## src/rtl/qmult_pkg.sv

```systemverilog
// Shared types and bit-index helpers for the shared Q-format multiplier arbiter.
package qmult_pkg;

    localparam int unsigned N_DEF = 32;
    localparam int unsigned Q_DEF = 15;
    // Tag ID is sized for the largest supported requester count (8).
    localparam int unsigned ID_W  = 3;

    typedef struct packed {
        logic            valid;
        logic [ID_W-1:0] id;
        logic            sign;
    } tag_t;

    // Result magnitude slice of the 2N-bit product.
    function automatic int unsigned slice_hi(input int unsigned n, input int unsigned q);
        return n - 2 + q;
    endfunction

    function automatic int unsigned slice_lo(input int unsigned q);
        return q;
    endfunction

    // Product bits above the result slice; any set bit means overflow.
    function automatic int unsigned ovr_hi(input int unsigned n);
        return 2 * n - 2;
    endfunction

    function automatic int unsigned ovr_lo(input int unsigned n, input int unsigned q);
        return n - 1 + q;
    endfunction

endpackage

```

## src/rtl/rr_pick.sv

```systemverilog
// Round-robin priority picker: first valid requester at or after ptr, wrapping.
module rr_pick #(
    parameter  int unsigned NREQ = 4,
    localparam int unsigned IW   = $clog2(NREQ)
) (
    input  logic [NREQ-1:0] valid_i,
    input  logic [IW-1:0]   ptr_i,
    output logic [NREQ-1:0] gnt_o,
    output logic [IW-1:0]   idx_o,
    output logic            any_o
);

    // Scan ptr, ptr+1, ... modulo NREQ and take the first valid one.
    always_comb begin
        int unsigned c;
        logic [IW-1:0] cand;
        gnt_o = '0;
        idx_o = '0;
        any_o = 1'b0;
        c     = 0;
        cand  = '0;
        for (int unsigned k = 0; k < NREQ; k++) begin
            c = 32'(ptr_i) + k;
            if (c >= NREQ) begin
                c = c - NREQ;
            end
            cand = IW'(c);
            if (!any_o && valid_i[cand]) begin
                gnt_o[cand] = 1'b1;
                idx_o       = cand;
                any_o       = 1'b1;
            end
        end
    end

endmodule

```

## src/rtl/qmult_share_arb.sv

```systemverilog
// Time-shares one pipelined sign-magnitude Q multiplier among NREQ requesters.
module qmult_share_arb
    import qmult_pkg::*;
#(
    parameter  int unsigned N    = N_DEF,
    parameter  int unsigned Q    = Q_DEF,
    parameter  int unsigned NREQ = 4,
    parameter  int unsigned LAT  = 3,
    localparam int unsigned IW   = $clog2(NREQ),
    localparam int unsigned CW   = $clog2(LAT + 2) + 1
) (
    input  logic              clk,
    input  logic              rst,
    input  logic [NREQ-1:0]   req_valid,
    input  logic [NREQ*N-1:0] req_a,
    input  logic [NREQ*N-1:0] req_b,
    output logic [NREQ-1:0]   req_ready,
    output logic [N-1:0]      mul_a,
    output logic [N-1:0]      mul_b,
    input  logic [2*N-1:0]    mul_p,
    output logic [NREQ-1:0]   rsp_valid,
    output logic [N-1:0]      rsp_data,
    output logic              rsp_ovr,
    output logic [CW-1:0]     inflight
);

    localparam int unsigned SliceHi = slice_hi(N, Q);
    localparam int unsigned SliceLo = slice_lo(Q);
    localparam int unsigned OvrHi   = ovr_hi(N);
    localparam int unsigned OvrLo   = ovr_lo(N, Q);

    logic [IW-1:0]   ptr_q, ptr_d;
    logic [N-1:0]    mul_a_q, mul_a_d, mul_b_q, mul_b_d;
    tag_t            tag_q [LAT+1];
    tag_t            tag_d [LAT+1];
    logic [NREQ-1:0] rsp_valid_q, rsp_valid_d;
    logic [N-1:0]    rsp_data_q, rsp_data_d;
    logic            rsp_ovr_q, rsp_ovr_d;
    logic [CW-1:0]   inflight_q, inflight_d;

    logic [NREQ-1:0] gnt;
    logic [IW-1:0]   gnt_idx;
    logic            gnt_any;
    logic            issue;
    logic [N-1:0]    a_sel, b_sel;
    tag_t            aligned;

    rr_pick #(
        .NREQ(NREQ)
    ) u_pick (
        .valid_i(req_valid),
        .ptr_i  (ptr_q),
        .gnt_o  (gnt),
        .idx_o  (gnt_idx),
        .any_o  (gnt_any)
    );

    // Grant is suppressed during reset; a grant is always a handshake.
    always_comb begin
        req_ready = rst ? '0 : gnt;
        issue     = gnt_any & ~rst;
        a_sel     = req_a[32'(gnt_idx) * N +: N];
        b_sel     = req_b[32'(gnt_idx) * N +: N];
    end

    // Issue register, RR pointer advance and tag shift pipeline.
    always_comb begin
        ptr_d    = ptr_q;
        mul_a_d  = mul_a_q;
        mul_b_d  = mul_b_q;
        tag_d[0] = '0;
        if (issue) begin
            ptr_d    = (gnt_idx == IW'(NREQ - 1)) ? '0 : gnt_idx + IW'(1);
            mul_a_d  = {1'b0, a_sel[N-2:0]};
            mul_b_d  = {1'b0, b_sel[N-2:0]};
            tag_d[0] = '{valid: 1'b1, id: ID_W'(gnt_idx), sign: a_sel[N-1] ^ b_sel[N-1]};
        end
        for (int unsigned k = 1; k <= LAT; k++) begin
            tag_d[k] = tag_q[k-1];
        end
    end

    // Response stage: sign, Q-slice and overflow from the tag aligned with mul_p.
    always_comb begin
        aligned     = tag_q[LAT];
        rsp_valid_d = '0;
        rsp_data_d  = rsp_data_q;
        rsp_ovr_d   = rsp_ovr_q;
        if (aligned.valid) begin
            rsp_valid_d = NREQ'(1) << aligned.id;
            rsp_data_d  = {aligned.sign, mul_p[SliceHi:SliceLo]};
            rsp_ovr_d   = |mul_p[OvrHi:OvrLo];
        end
    end

    // Outstanding-operation count; a response retires when its strobe is visible.
    always_comb begin
        inflight_d = inflight_q;
        unique case ({issue, |rsp_valid_q})
            2'b10:   inflight_d = inflight_q + CW'(1);
            2'b01:   inflight_d = inflight_q - CW'(1);
            default: inflight_d = inflight_q;
        endcase
    end

    // State registers with synchronous reset.
    always_ff @(posedge clk) begin
        if (rst) begin
            ptr_q       <= '0;
            mul_a_q     <= '0;
            mul_b_q     <= '0;
            rsp_valid_q <= '0;
            rsp_data_q  <= '0;
            rsp_ovr_q   <= 1'b0;
            inflight_q  <= '0;
            for (int unsigned k = 0; k <= LAT; k++) begin
                tag_q[k] <= '0;
            end
        end else begin
            ptr_q       <= ptr_d;
            mul_a_q     <= mul_a_d;
            mul_b_q     <= mul_b_d;
            rsp_valid_q <= rsp_valid_d;
            rsp_data_q  <= rsp_data_d;
            rsp_ovr_q   <= rsp_ovr_d;
            inflight_q  <= inflight_d;
            for (int unsigned k = 0; k <= LAT; k++) begin
                tag_q[k] <= tag_d[k];
            end
        end
    end

    assign mul_a     = mul_a_q;
    assign mul_b     = mul_b_q;
    assign rsp_valid = rsp_valid_q;
    assign rsp_data  = rsp_data_q;
    assign rsp_ovr   = rsp_ovr_q;
    assign inflight  = inflight_q;

    // Product MSB is always zero and the fraction below the slice is truncated.
    logic unused_mul_p;
    assign unused_mul_p = ^{mul_p[2*N-1], mul_p[SliceLo-1:0]};

endmodule

```

## config.mk

```make
export PLATFORM = sky130hd
export DESIGN_NAME = qmult_share_arb
export DESIGN_NICKNAME = d
export VERILOG_FILES = /design/src/rtl/qmult_pkg.sv /design/src/rtl/rr_pick.sv /design/src/rtl/qmult_share_arb.sv
export SDC_FILE = /design/constraint.sdc
export NUM_CORES = 1
export LEC_CHECK = 0
export BUFFER_PORTS_ARGS = -buffer_cell sky130_fd_sc_hd__buf_2
export CELL_PAD_IN_SITES_DETAIL_PLACEMENT = 0
export CELL_PAD_IN_SITES_GLOBAL_PLACEMENT = 1
export CORE_ASPECT_RATIO = 0.5
export CORE_MARGIN = 1
export CORE_UTILIZATION = 30
export DETAILED_ROUTE_END_ITERATION = 12
export MAX_ROUTING_LAYER = met4
export PLACE_DENSITY = 0.87
export RECOVER_POWER = 25
export SLEW_MARGIN = 20
export SYNTH_ARGS = -nofsm -noshare
export SYNTH_HDL_FRONTEND = slang
export SYNTH_SLANG_ARGS = --single-unit
export TNS_END_PERCENT = 50
```

## constraint.sdc

```tcl
create_clock -name clk -period 2.5 [get_ports clk]
set_input_delay 0.125 -clock clk [delete_from_list [all_inputs] [get_ports clk]]
set_output_delay 0.125 -clock clk [all_outputs]
set_load 0.02 [all_outputs]
```

Yosys cells after proc, flatten, opt, wreduce, memory -nomap -nowiden
Memory sizes are Yosys's and may differ from the RTL's.
Index checks and enable logic that the tools add are counted.
W data, S select, Z words.
Storage, ports and cells
  flip-flop bits (word level): 105
  latch bits: 0
  bits in writable memories: 20
  ROM bits: 0
  input bits: 326
  memories kept: 1
Cells by class
  add/sub/neg operators: 10
  multipliers: 0
  div/mod/pow operators: 0
  $lt $le $gt $ge: 12
  equal/unequal tests: 3
  shift-type cells: 3
  mux-type cells: 43
  bitwise operators: 11
  reduce and logical (&&, ||, !) cells: 14
Memories
  tag_q: depth 4, width 5, rd ports 4, clocked after Yosys merged registers in 0, wr ports 4, line qmult_share_arb.sv:34  | tag_t tag_q [LAT+1];
Operators by type and width (count)
  $shiftx A128 B8 Y32: 2
  $mux W5: 5
  $mux W4: 5
  $mux W2: 9
  $reduce_or A17 Y1: 1
  $mux W1: 15
  $lt A2 B3 Y1 const B: 4
  $or A4 B4 Y4: 3
  $ge A3 B3 Y1 const B: 3
  $bmux W1 S2: 4
  $demux W1 S2: 4
  $ge A2 B1 Y1 const B: 4
  $pmux W4 S2: 1
  $sub A2 B1 Y2 const B: 4
  $logic_and A1 B1 Y1: 7
  $add A2 B2 Y3 const B: 2
  $add A4 B1 Y4 const B: 1
  $eq A2 B2 Y1 const B: 2
  $or A1 B1 Y1: 4
  $reduce_or A4 Y1: 1
  $shl A1 B3 Y4 const A: 1
  $sub A4 B1 Y4 const B: 1
  $add A2 B1 Y3 const B: 1
  $ge A2 B3 Y1 const B: 1
  8 further kinds: 11

Longest topological paths before layout
Gate-level depths: netlist of run 1.
  depth after elaboration: 18
  gate-level depth with buffers: 14
  gate-level depth less buffers: 11

Cells and area by module
From an unflattened synthesis of run 1, not the netlist that was laid out.
Second synthesis, totals
  cell total of the unflattened synthesis: 525
  area total of the unflattened synthesis: 6257.3 um^2
By module, submodules not included
  qmult_share_arb: instances 1, cells each 480, area an instance 5835.6 um^2, sequential area each 2422.3 um^2
  rr_pick: instances 1, cells each 45, area an instance 421.7 um^2, sequential area each 0.0 um^2

Worst setup path before layout of run 1
OpenSTA, ideal clock, no wires.
  path kind: register to register
  start: register ptr_q[0]
  end: register ptr_q[1]
  library setup time: 0.128 ns
  arrival: 2.656 ns
  required time: 2.372 ns
  slack: -0.284 ns
  stages on the path, launching flop included: 14
  period minus slack after synthesis: 2.784 ns
  cell sequence: dfxtp_1 inv_1 ha_1 buf_6 mux4_2 nor2b_1 buf_6 o21ai_2 o31a_2 buf_6 inv_2 ha_1 mux2i_1 nor2_1
Between the ends
  longest elaborated chain between the ends: 16
RTL lines
  start, declared: line qmult_share_arb.sv:32  | logic [IW-1:0] ptr_q, ptr_d;
  start signal, assigned: line qmult_share_arb.sv:120  | ptr_q <= ptr_d;
  parallel branches: the longest is 13 deep, another holds $add A2 B1 Y3
  $mux W2 (*): line rr_pick.sv:28  | if (!any_o && valid_i[cand]) begin
  net gnt_idx[0]: line qmult_share_arb.sv:42  | logic [IW-1:0] gnt_idx;
  $add A2 B1 Y2 / $eq A2 B2 Y1 (equally long branches): line qmult_share_arb.sv:73  | ptr_d = (gnt_idx == IW'(NREQ - 1)) ? '0 : gnt_idx + IW'(1);
  $mux W2 (*): line qmult_share_arb.sv:73
Mark *: on every way through the listed nets, which the timed path passes. The select of a mux whose other input is x is not followed.
A chain may end at the register's enable or synchronous reset.

Final worst setup path of run 1
  start: register ptr_q[1]
  end: output req_ready[1]
Between the ends
  longest elaborated chain between the ends: 15
RTL lines
  parallel branches: the longest is 13 deep, another holds $add A2 B1 Y3
  $mux W4 (*): line rr_pick.sv:28
  $mux W4 (*): line qmult_share_arb.sv:60  | req_ready = rst ? '0 : gnt;
  end, declared: line qmult_share_arb.sv:17  | output logic [NREQ-1:0] req_ready,
Mark *: on every way between the ends. The select of a mux whose other input is x is not followed.

==> results of run 1 <==
through the flow:
| stage | power, mW | util [%] |
|---|---|---|
| finish | 13.4 | 50.6 |
| global route | 14.1 | 50.6 |
| CTS | 12.6 | 48.8 |
| detailed placement | 9.55 | 40.5 |
| global placement | 9.40 | 40.5 |
| floorplan | 7.82 | - |
state kept, by name (all words and copies together) (netlist names):
name	count
mul_a	31
ptr_q	2
mul_b	31
rsp_valid	4
tag_q	16
rsp_ovr	1
rsp_data	32
inflight	4
cells in the final DEF, fill, tap and decap left out, types with 3 or more instances in the layout:
cell type / n
buf_2: 385
dlygate4sd3_1: 134
dfxtp_1: 118
mux2i_1: 80
nand2_1: 66
mux2_2: 62
o22a_1: 62
o211ai_2: 59
nor2_1: 56
buf_4: 37
o221ai_1: 36
clkbuf_1: 27
o221ai_2: 24
clkbuf_16: 19
mux2i_4: 14
buf_12: 14
nor2b_1: 13
ha_1: 10
mux2i_2: 7
a21oi_1: 6
buf_6: 6
inv_1: 5
nor4_1: 5
clkinv_4: 5
o211ai_1: 4
a22oi_2: 4
a221oi_2: 4
xor2_1: 4
inv_6: 4
nor3_1: 3
xnor2_1: 3
cell type report:
class                           count  area [um2]
Antenna cell                        1        2.50
Clock buffer                       18         439
Clock inverter                     14         140
Fill cell                        2215       12600
Inverter                            8        47.5
Multi-Input combinational cell    560        5290
Sequential cell                   121        2430
Tap cell                          344         430
Timing Repair Buffer              608        4120
cell usage after synthesis (7+ instances only):
library cell / count / share of area, %
nor2_1: 56 / 2.7
ha_1: 12 / 1.9
o22a_1: 62 / 6.9
o211ai_2: 59 / 9.4
o221ai_2: 12 / 2.3
buf_6: 32 / 4.6
nand2_1: 66 / 3.1
clkbuf_1: 30 / 1.4
inv_1: 7 / 0.33
mux2i_1: 100 / 13
o221ai_1: 50 / 5.5
nor2b_1: 15 / 1.2
dfxtp_1: 121 / 31
buf_4: 8 / 0.76
mux2_2: 62 / 8.8
critical path, cell delays in order (launching register included):
cell and delay [ns]:
dfxtp_4 0.36, inv_4 0.05, ha_4 0.27, mux4_2 0.56
buf_6 0.17, a22oi_2 0.17, nor2_1 0.08, a221oi_2 0.21
nor2_1 0.08, buf_4 0.18
path summary, 6_finish.rpt:
path,startpoint,end,slack (ns),depth (start not counted)
hold / removal,req_a[38],mul_a[6],0.01,3
hold reg to reg,tag_q[0][4],tag_q[1][4],0.44,1
setup reg to reg,ptr_q[1],mul_b[24],-0.13,12
setup / recovery,ptr_q[1],req_ready[1],-0.19,9
per-layer routing:
metal	GRT usage, %	up-vias	part of all wire, %	wire, um
met5	-	-	0	0
met4	12.8	0	4.9	1520
met1	24.8	4253	39	12100
li1	-	4054	-	-
met2	37.2	381	50	15500
met3	5.15	137	5.8	1780
cell families (layout without fill, tap and decap cells):
logic type,after synthesis,in the layout,synth area share [%]
xor gates and xnor gates,7,7,0.777
and+or+nand+nor,160,160,9.23
buffers and inverters,89,648,7.79
muxes,165,165,22.4
AOI/OAI and AO/OA,213,213,26.9
adders and majority gates,13,13,2.16
DFF,121,121,30.7
other,1,3,0.0475
timing repair:
item                                    4_1_cts  5_1_grt
pin swaps                                     4       14
endpoints found under the setup margin       68       69
hold buffers                                133        1
resized for setup                            30       55
endpoints found under the hold margin        86        1
buffers inserted                              1       14
cloned                                        2        2
power groups by stage:
stage / Sequential (mW) / Combinational [mW] / Clock [mW]
2_1_floorplan: 3.18 / 4.64 / 0
3_3_place_gp: 2.68 / 6.72 / 0
3_5_place_dp: 2.69 / 6.86 / 0
4_1_cts: 2.66 / 7.43 / 2.52
5_1_grt: 2.72 / 8.76 / 2.61
6_report: 2.67 / 8.29 / 2.46
==> reports/results.ini, run 1 <==
[placement]
hpwl_um=20500
dpl_cell_area_um2=10300
dp_cells=1488
place_worst_setup_slack_ns=-0.272
place_congestion=0.917
port_buffers=416

[synthesis]
synthFlopType=dfxtp_1
yosysWarnings=0
synth_cell_types=53
ys_seq_area_share_pct=30.7
syn_area_um2=7890
syn_inst=769
ys_ff_latch=121
postSynthAreaPerCell_um2=10.3
async_reset_ff_share_pct=0
synth-edff-count=0

[routing]
vias=8825
drt-pass1-iter-count=5
vias_per_cell=5.27
drt_iter0_markers=660
drt_wl_total_um=30900
post_drt_wl_per_cell_um=18.4
ant_nets=0
drc_errors=0

[clock_tree]
htreeDepth=4
numCtsBuffers=17
clk_pin_slew_ns=0.06
cts_tree=done
cts-root-buf=clkbuf_16
clockBufferDepth=2
cts_sinks=121
insertion_delay_ns=0.43

[layout]
area_delta_synth_final_pct=63.4
nets=1655
fin_area_um2=12900
drive_gt1_share_pct=51.0
final_cells=1674

[critical_path]
cp_max_fo=4
crit_path_start_kind=register
critPathCaptureType=output pin
crit_type=register to output pin
required_ns=2.38
arrival_ns=2.57

[grt]
antenna_found_initial=1
grt_max_degree=58
grt_pass1_vias=8659
grtUsageTotal_pct=22.3
grt.overflow.total=0
grt_pass1_wl_um=45400

[timing]
fin_crit_sh_pct=108
hold_viol=0
grt_setup_unrepaired=yes
fin_ws_ns=-0.193
maxSlewHeadroom_pct=56.3
fmax_mhz=371
fin_crit_ns=2.69
drv_slew=0
worst_slew_pin_slew_ns=0.642
tns_ns=-2.62
fin_skew_ns=0.00615
setup_viol=45
fin_hold_ws_ns=0.0137

[power_and_ir_drop]
peakVddDrop_uv=778
p_sw_share_pct=42.4
p_int_mw=7.73
switchingPower_mw=5.69
p_clk_share_pct=18.3
seq_power_share_pct=19.9
p_leak_nw=5.63
cellPowerDensity_nw_per_um2=1040
p_comb_share_pct=61.8

[floorplan]
ios=435
num_rows=41
die-height_um=117
die_area_um2=27000
die_width_um=231
initial_utilization_pct=31.0
core_um2=25500

[worst_hold_path]
min_path_type=input pin to register

[outcome]
status=finished, violations left
violations=setup timing

[run]
drv_cap=0

No activity file was read; power rests on OpenSTA's default activity.
==> inputs of run 2 (changes only) <==
SKIP_CTS_REPAIR_TIMING = 1   (was unset)
==> run 2 against run 1 <==
Against the previous run: the flow finishes with violations (hold timing, setup timing); clock skew about the same; first-iteration DRC count down 19%; flip-flop and latch count unchanged; critical path depth unchanged; via count down 2.4%; power up 4.2%; design area down 2.2%; hold slack worse by 0.031 ns; critical path type is now register to register.
==> reports/results.ini, run 2 (same netlist as run 1, synthesis figures left out) <==
[grt]
grt_max_degree=58  ; unchanged
grtUsageTotal_pct=20.0  ; -2.3 points
grt_pass1_wl_um=40800  ; -10%
grt.overflow.total=0  ; unchanged
antenna_found_initial=0  ; -1
grt_pass1_vias=7558  ; -13%

[floorplan]
die-height_um=117  ; unchanged
ios=435  ; unchanged
die_area_um2=27000  ; unchanged
core_um2=25500  ; unchanged
die_width_um=231  ; unchanged
num_rows=41  ; unchanged
initial_utilization_pct=31.0  ; unchanged

[timing]
tns_ns=-5.43  ; -2.81 ns
setup_viol=64  ; +42%
fmax_mhz=374  ; +0.66%
fin_hold_ws_ns=-0.0173  ; -0.0310 ns
hold_viol=3  ; +3
fin_crit_sh_pct=107  ; -0.71 points
fin_crit_ns=2.68  ; -0.0177 ns
fin_ws_ns=-0.176  ; +0.0177 ns
worst_slew_pin_slew_ns=0.683  ; +0.0418 ns
maxSlewHeadroom_pct=54.4  ; -1.9 points
grt_setup_unrepaired=yes
fin_skew_ns=0.00665  ; +0.000495 ns
drv_slew=0  ; unchanged

[routing]
vias_per_cell=5.30  ; +0.44%
drt_wl_total_um=31400  ; +1.8%
drc_errors=0  ; unchanged
post_drt_wl_per_cell_um=19.3  ; +4.8%
drt-pass1-iter-count=5  ; unchanged
drt_iter0_markers=536  ; -19%
ant_nets=0  ; unchanged
vias=8610  ; -2.4%

[layout]
fin_util_pct=49.5  ; -1.1 points
largest_reg_flops=32  ; unchanged
drive_gt1_share_pct=54.6  ; +3.6 points
area_delta_synth_final_pct=59.9
final_cells=1626  ; -2.9%
nets=1607  ; -2.9%
final_cell_mix=buf_2 (388), dfxtp_1 (118), dlygate4sd3_1 (76)
layout_commonest_cell=buf_2

[critical_path]
r2r_slack_ns=-0.18  ; -0.05 ns
critPathSlowestCell=mux4_2
critPathMaxStageDelay_ns=0.56  ; about the same
critPathCaptureType=register
r2r_start=ptr_q[0]
required_ns=2.81  ; +0.43 ns
arrival_ns=2.98  ; +0.41 ns
crit_type=register to register
reg2reg_to=mul_b[11]
r2r_cells=9  ; -3
path_cells=inv_4 > ha_4 > mux4_2 > o21ba_2 > o31a_4 > buf_4 > clkbuf_16 > mux2i_2 > o211ai_2
cp_max_fo=9  ; +5
crit_path_start_kind=register

[outcome]
violations=hold timing, setup timing
status=finished, violations left

[power_and_ir_drop]
peakVddDrop_uv=749  ; -3.7%
cellPowerDensity_nw_per_um2=1110  ; +6.5%
p_leak_nw=5.50  ; -2.3%
fin_total_pwr_mw=14.0  ; +4.2%

[worst_hold_path]
min_to=rsp_data[7]
holdPathStages=3  ; unchanged
min_path_type=input pin to register
hold_start=mul_p[22]

[clock_tree]
cts-root-buf=clkbuf_16
clk_pin_slew_ns=0.06  ; about the same
clockBufferDepth=2  ; unchanged
numCtsBuffers=17  ; unchanged
insertion_delay_ns=0.43  ; about the same
htreeDepth=4  ; unchanged
cts_sinks=121  ; unchanged
cts_tree=done

[placement]
dp_cells=1488  ; unchanged
port_buffers=416  ; unchanged
place_congestion=0.917  ; unchanged
hpwl_um=20500  ; unchanged

[run]
drv_cap=0  ; unchanged

==> run 2: per-layer routing <==
| metal | up-vias | share of wire (%) | GRT usage [%] | wire length, um |
|---|---|---|---|---|
| met2 | 326 | 50 | 33.8 | 15700 |
| met1 | 4241 | 41 | 24.1 | 13000 |
| met5 | - | 0 | - | 0 |
| met4 | 0 | 3.0 | 7.68 | 937 |
| met3 | 81 | 5.5 | 3.32 | 1730 |
| li1 | 3962 | - | - | - |
==> run 2: power breakdown <==
group	leakage (nW)	internal (mW)	switching, mW
logic	4.23	4.20	4.65
clock network	0.280	1.42	1.05
registers	0.997	2.41	0.253
==> run 2: worst max-delay path by stage <==
stage / start / end
3_3_place_gp: ptr_q[0] / mul_b[15]
4_1_cts: ptr_q[1] / req_ready[2]
5_1_grt: ptr_q[0] / req_ready[1]
3_5_place_dp: ptr_q[1] / mul_b[13]
2_1_floorplan: ptr_q[1] / mul_b[27]
6_report: ptr_q[0] / mul_b[11]
==> run 2: final cells by class <==
class                           count  area [um2]
Antenna cell                        1        2.50
Sequential cell                   121        2430
Timing Repair Buffer              560        3810
Fill cell                        2264       12900
Clock inverter                     14         140
Clock buffer                       18         439
Inverter                            8        42.5
Tap cell                          344         430
Multi-Input combinational cell    560        5330
==> run 2: stage by stage <==
stage	setup WS (ns)	instance area [um2]	hold slack, ns
after global placement	-0.199	10300	0.362
after detailed placement	-0.272	10300	0.372
after CTS	-0.372	10900	-0.0953
after floorplan	-0.0218	7940	0.263
final	-0.176	12600	-0.0173
after global routing	-0.293	12600	-0.00438
==> run 2: critical path, delay by kind of cell (launching register included) <==
kind / cells / cell delay [ns]
buf+inv: 3 / 0.40
fa+ha+maj: 1 / 0.27
compound gates: 3 / 0.69
mux: 2 / 0.81
flops: 1 / 0.37
==> inputs of run 3 (changes only) <==
RECOVER_POWER = 50   (was 25)
==> run 3 against run 2 <==
Against the previous run: the flow still finishes with violations (hold timing, setup timing); first-iteration DRC count decreased by 11%; sequential power about the same; critical endpoint is now req_ready[1]; hold slack got worse by 0.0016 ns; flip-flop and latch count unchanged; register-to-register slack about the same; setup slack improved by 0.0024 ns; critical path type is now register to output pin; count of clock-buffer cells in the layout unchanged; critical path depth unchanged; highest routed layer unchanged.
==> reports/results.ini, run 3 (same netlist as run 1, synthesis figures left out) <==
[layout]
drive_gt1_share_pct=51.5  ; -3.1 points
layout_commonest_cell=buf_2
largest_reg_flops=32  ; unchanged
area_delta_synth_final_pct=59.3
nets=1607  ; unchanged
final_cell_mix=buf_2 (348), dfxtp_1 (118), dlygate4sd3_1 (76)
n_fill_cell=2285  ; +0.93%

[placement]
hpwl_um=20500  ; unchanged
place_congestion=0.917  ; unchanged
port_buffers=416  ; unchanged

[floorplan]
die_area_um2=27000  ; unchanged
initial_utilization_pct=31.0  ; unchanged
die_width_um=231  ; unchanged
num_rows=41  ; unchanged
die-height_um=117  ; unchanged
ios=435  ; unchanged
core_um2=25500  ; unchanged

[timing]
fin_hold_ws_ns=-0.0190  ; -0.00164 ns
hold_viol=3  ; unchanged
fin_crit_sh_pct=107  ; about the same
maxSlewHeadroom_pct=54.5  ; +0.084 points
worst_slew_pin_slew_ns=0.682  ; -0.00126 ns
fin_ws_ns=-0.173  ; +0.00239 ns
drv_slew=0  ; unchanged
fmax_mhz=374  ; about the same
grt_setup_unrepaired=yes
fin_skew_ns=0.00644  ; -0.000214 ns
setup_viol=64  ; unchanged
fin_crit_ns=2.67  ; -0.00239 ns
tns_ns=-5.31  ; +0.112 ns

[outcome]
status=finished, violations left
violations=hold timing, setup timing

[clock_tree]
cts_tree=done
clockBufferDepth=2  ; unchanged
cts-root-buf=clkbuf_16
insertion_delay_ns=0.43  ; about the same
clk_pin_slew_ns=0.07  ; about the same
numCtsBuffers=17  ; unchanged
htreeDepth=4  ; unchanged
cts_sinks=121  ; unchanged

[critical_path]
arrival_ns=2.55  ; -0.43 ns
critPathMaxStageDelay_ns=0.56  ; about the same
path_cells=inv_4 > ha_4 > mux4_2 > buf_6 > a22oi_1 > nor2_1 > a221oi_2 > nor2_1 > buf_2
r2r_slack_ns=-0.17  ; about the same
critPathSlowestCell=mux4_2
crit_path_start_kind=register
crit_type=register to output pin
critPathCaptureType=output pin
required_ns=2.38  ; -0.43 ns
cp_max_fo=4  ; -5
cp_common_cell=nor2_1

[routing]
vias=8624  ; +0.16%
ant_nets=0  ; unchanged
vias_per_cell=5.30  ; +0.16%
post_drt_wl_per_cell_um=19.3  ; -0.24%
drt_wl_total_um=31300  ; -0.24%
drt-pass1-iter-count=5  ; unchanged
drc_errors=0  ; unchanged
drt_iter0_markers=475  ; -11%

[power_and_ir_drop]
cellPowerDensity_nw_per_um2=1110  ; +0.13%
peakVddDrop_uv=750  ; about the same
p_leak_nw=5.35  ; -2.8%

[grt]
grt_max_degree=58  ; unchanged
grtUsageTotal_pct=20.0  ; unchanged
grt_pass1_wl_um=40800  ; unchanged
grt_pass1_vias=7558  ; unchanged
grt.overflow.total=0  ; unchanged
antenna_found_initial=0  ; unchanged

[worst_hold_path]
min_path_type=input pin to register

[run]
drv_cap=0  ; unchanged

==> run 3: changes by cell type in the layout (fill, tap and decap cells not counted) <==
cell	before	now
clkbuf_1	26	66
buf_2	388	348
==> run 3: metrics by stage <==
stage          area [um2]  util [%]  cells  total power, mW  setup slack (ns)
4_1_cts             10900      42.8   1520             12.1            -0.372
3_3_place_gp        10300      40.5   1488             9.40            -0.199
6_report            12600      49.3   1626             13.9            -0.173
2_1_floorplan        7940         -    770             7.82           -0.0218
3_5_place_dp        10300      40.5   1488             9.55            -0.272
5_1_grt             12600      49.3   1625             14.5            -0.293
==> run 3: cell type report <==
class                      instances  area, um2  area share, %
antenna                            1       2.50         0.0199
clock buffer                      18        439           3.49
clock inverter                    14        140           1.11
inverter                           8       42.5          0.338
multi-input combinational        560       5330           42.4
sequential                       121       2430           19.3
tap                              344        430           3.42
timing repair buffer             560       3760           29.9
==> run 3: per-layer routing <==
metal | vias up | global-route usage (%) | share of wire (%)
met5 | - | - | 0
met4 | 0 | 7.68 | 2.6
met3 | 75 | 3.32 | 6.0
met2 | 384 | 33.8 | 50
met1 | 4201 | 24.1 | 41
li1 | 3964 | - | -
==> run 3: path summary, 6_finish.rpt <==
check                            startpoint  depth (start not counted)            to
worst max-delay path               ptr_q[1]                          9  req_ready[1]
worst min-delay path              mul_p[22]                          3   rsp_data[7]
worst max register to register     ptr_q[1]                          9     mul_b[11]
worst min register to register  tag_q[1][4]                          1   tag_q[2][4]
==> run 3: critical path: cells and delay by family (launching register included) <==
kind	cells	cell delay, ns
fa+ha+maj	1	0.27
compound gates	2	0.39
buf+inv	3	0.39
mux	1	0.56
flops	1	0.36
simple gates	2	0.14
==> run 3: power by group <==
group	internal, mW	switching, mW	total, mW
Sequential	2.41	0.259	2.67
Clock	1.42	1.05	2.47
Combinational	4.16	4.65	8.81
Total	7.99	5.96	13.9
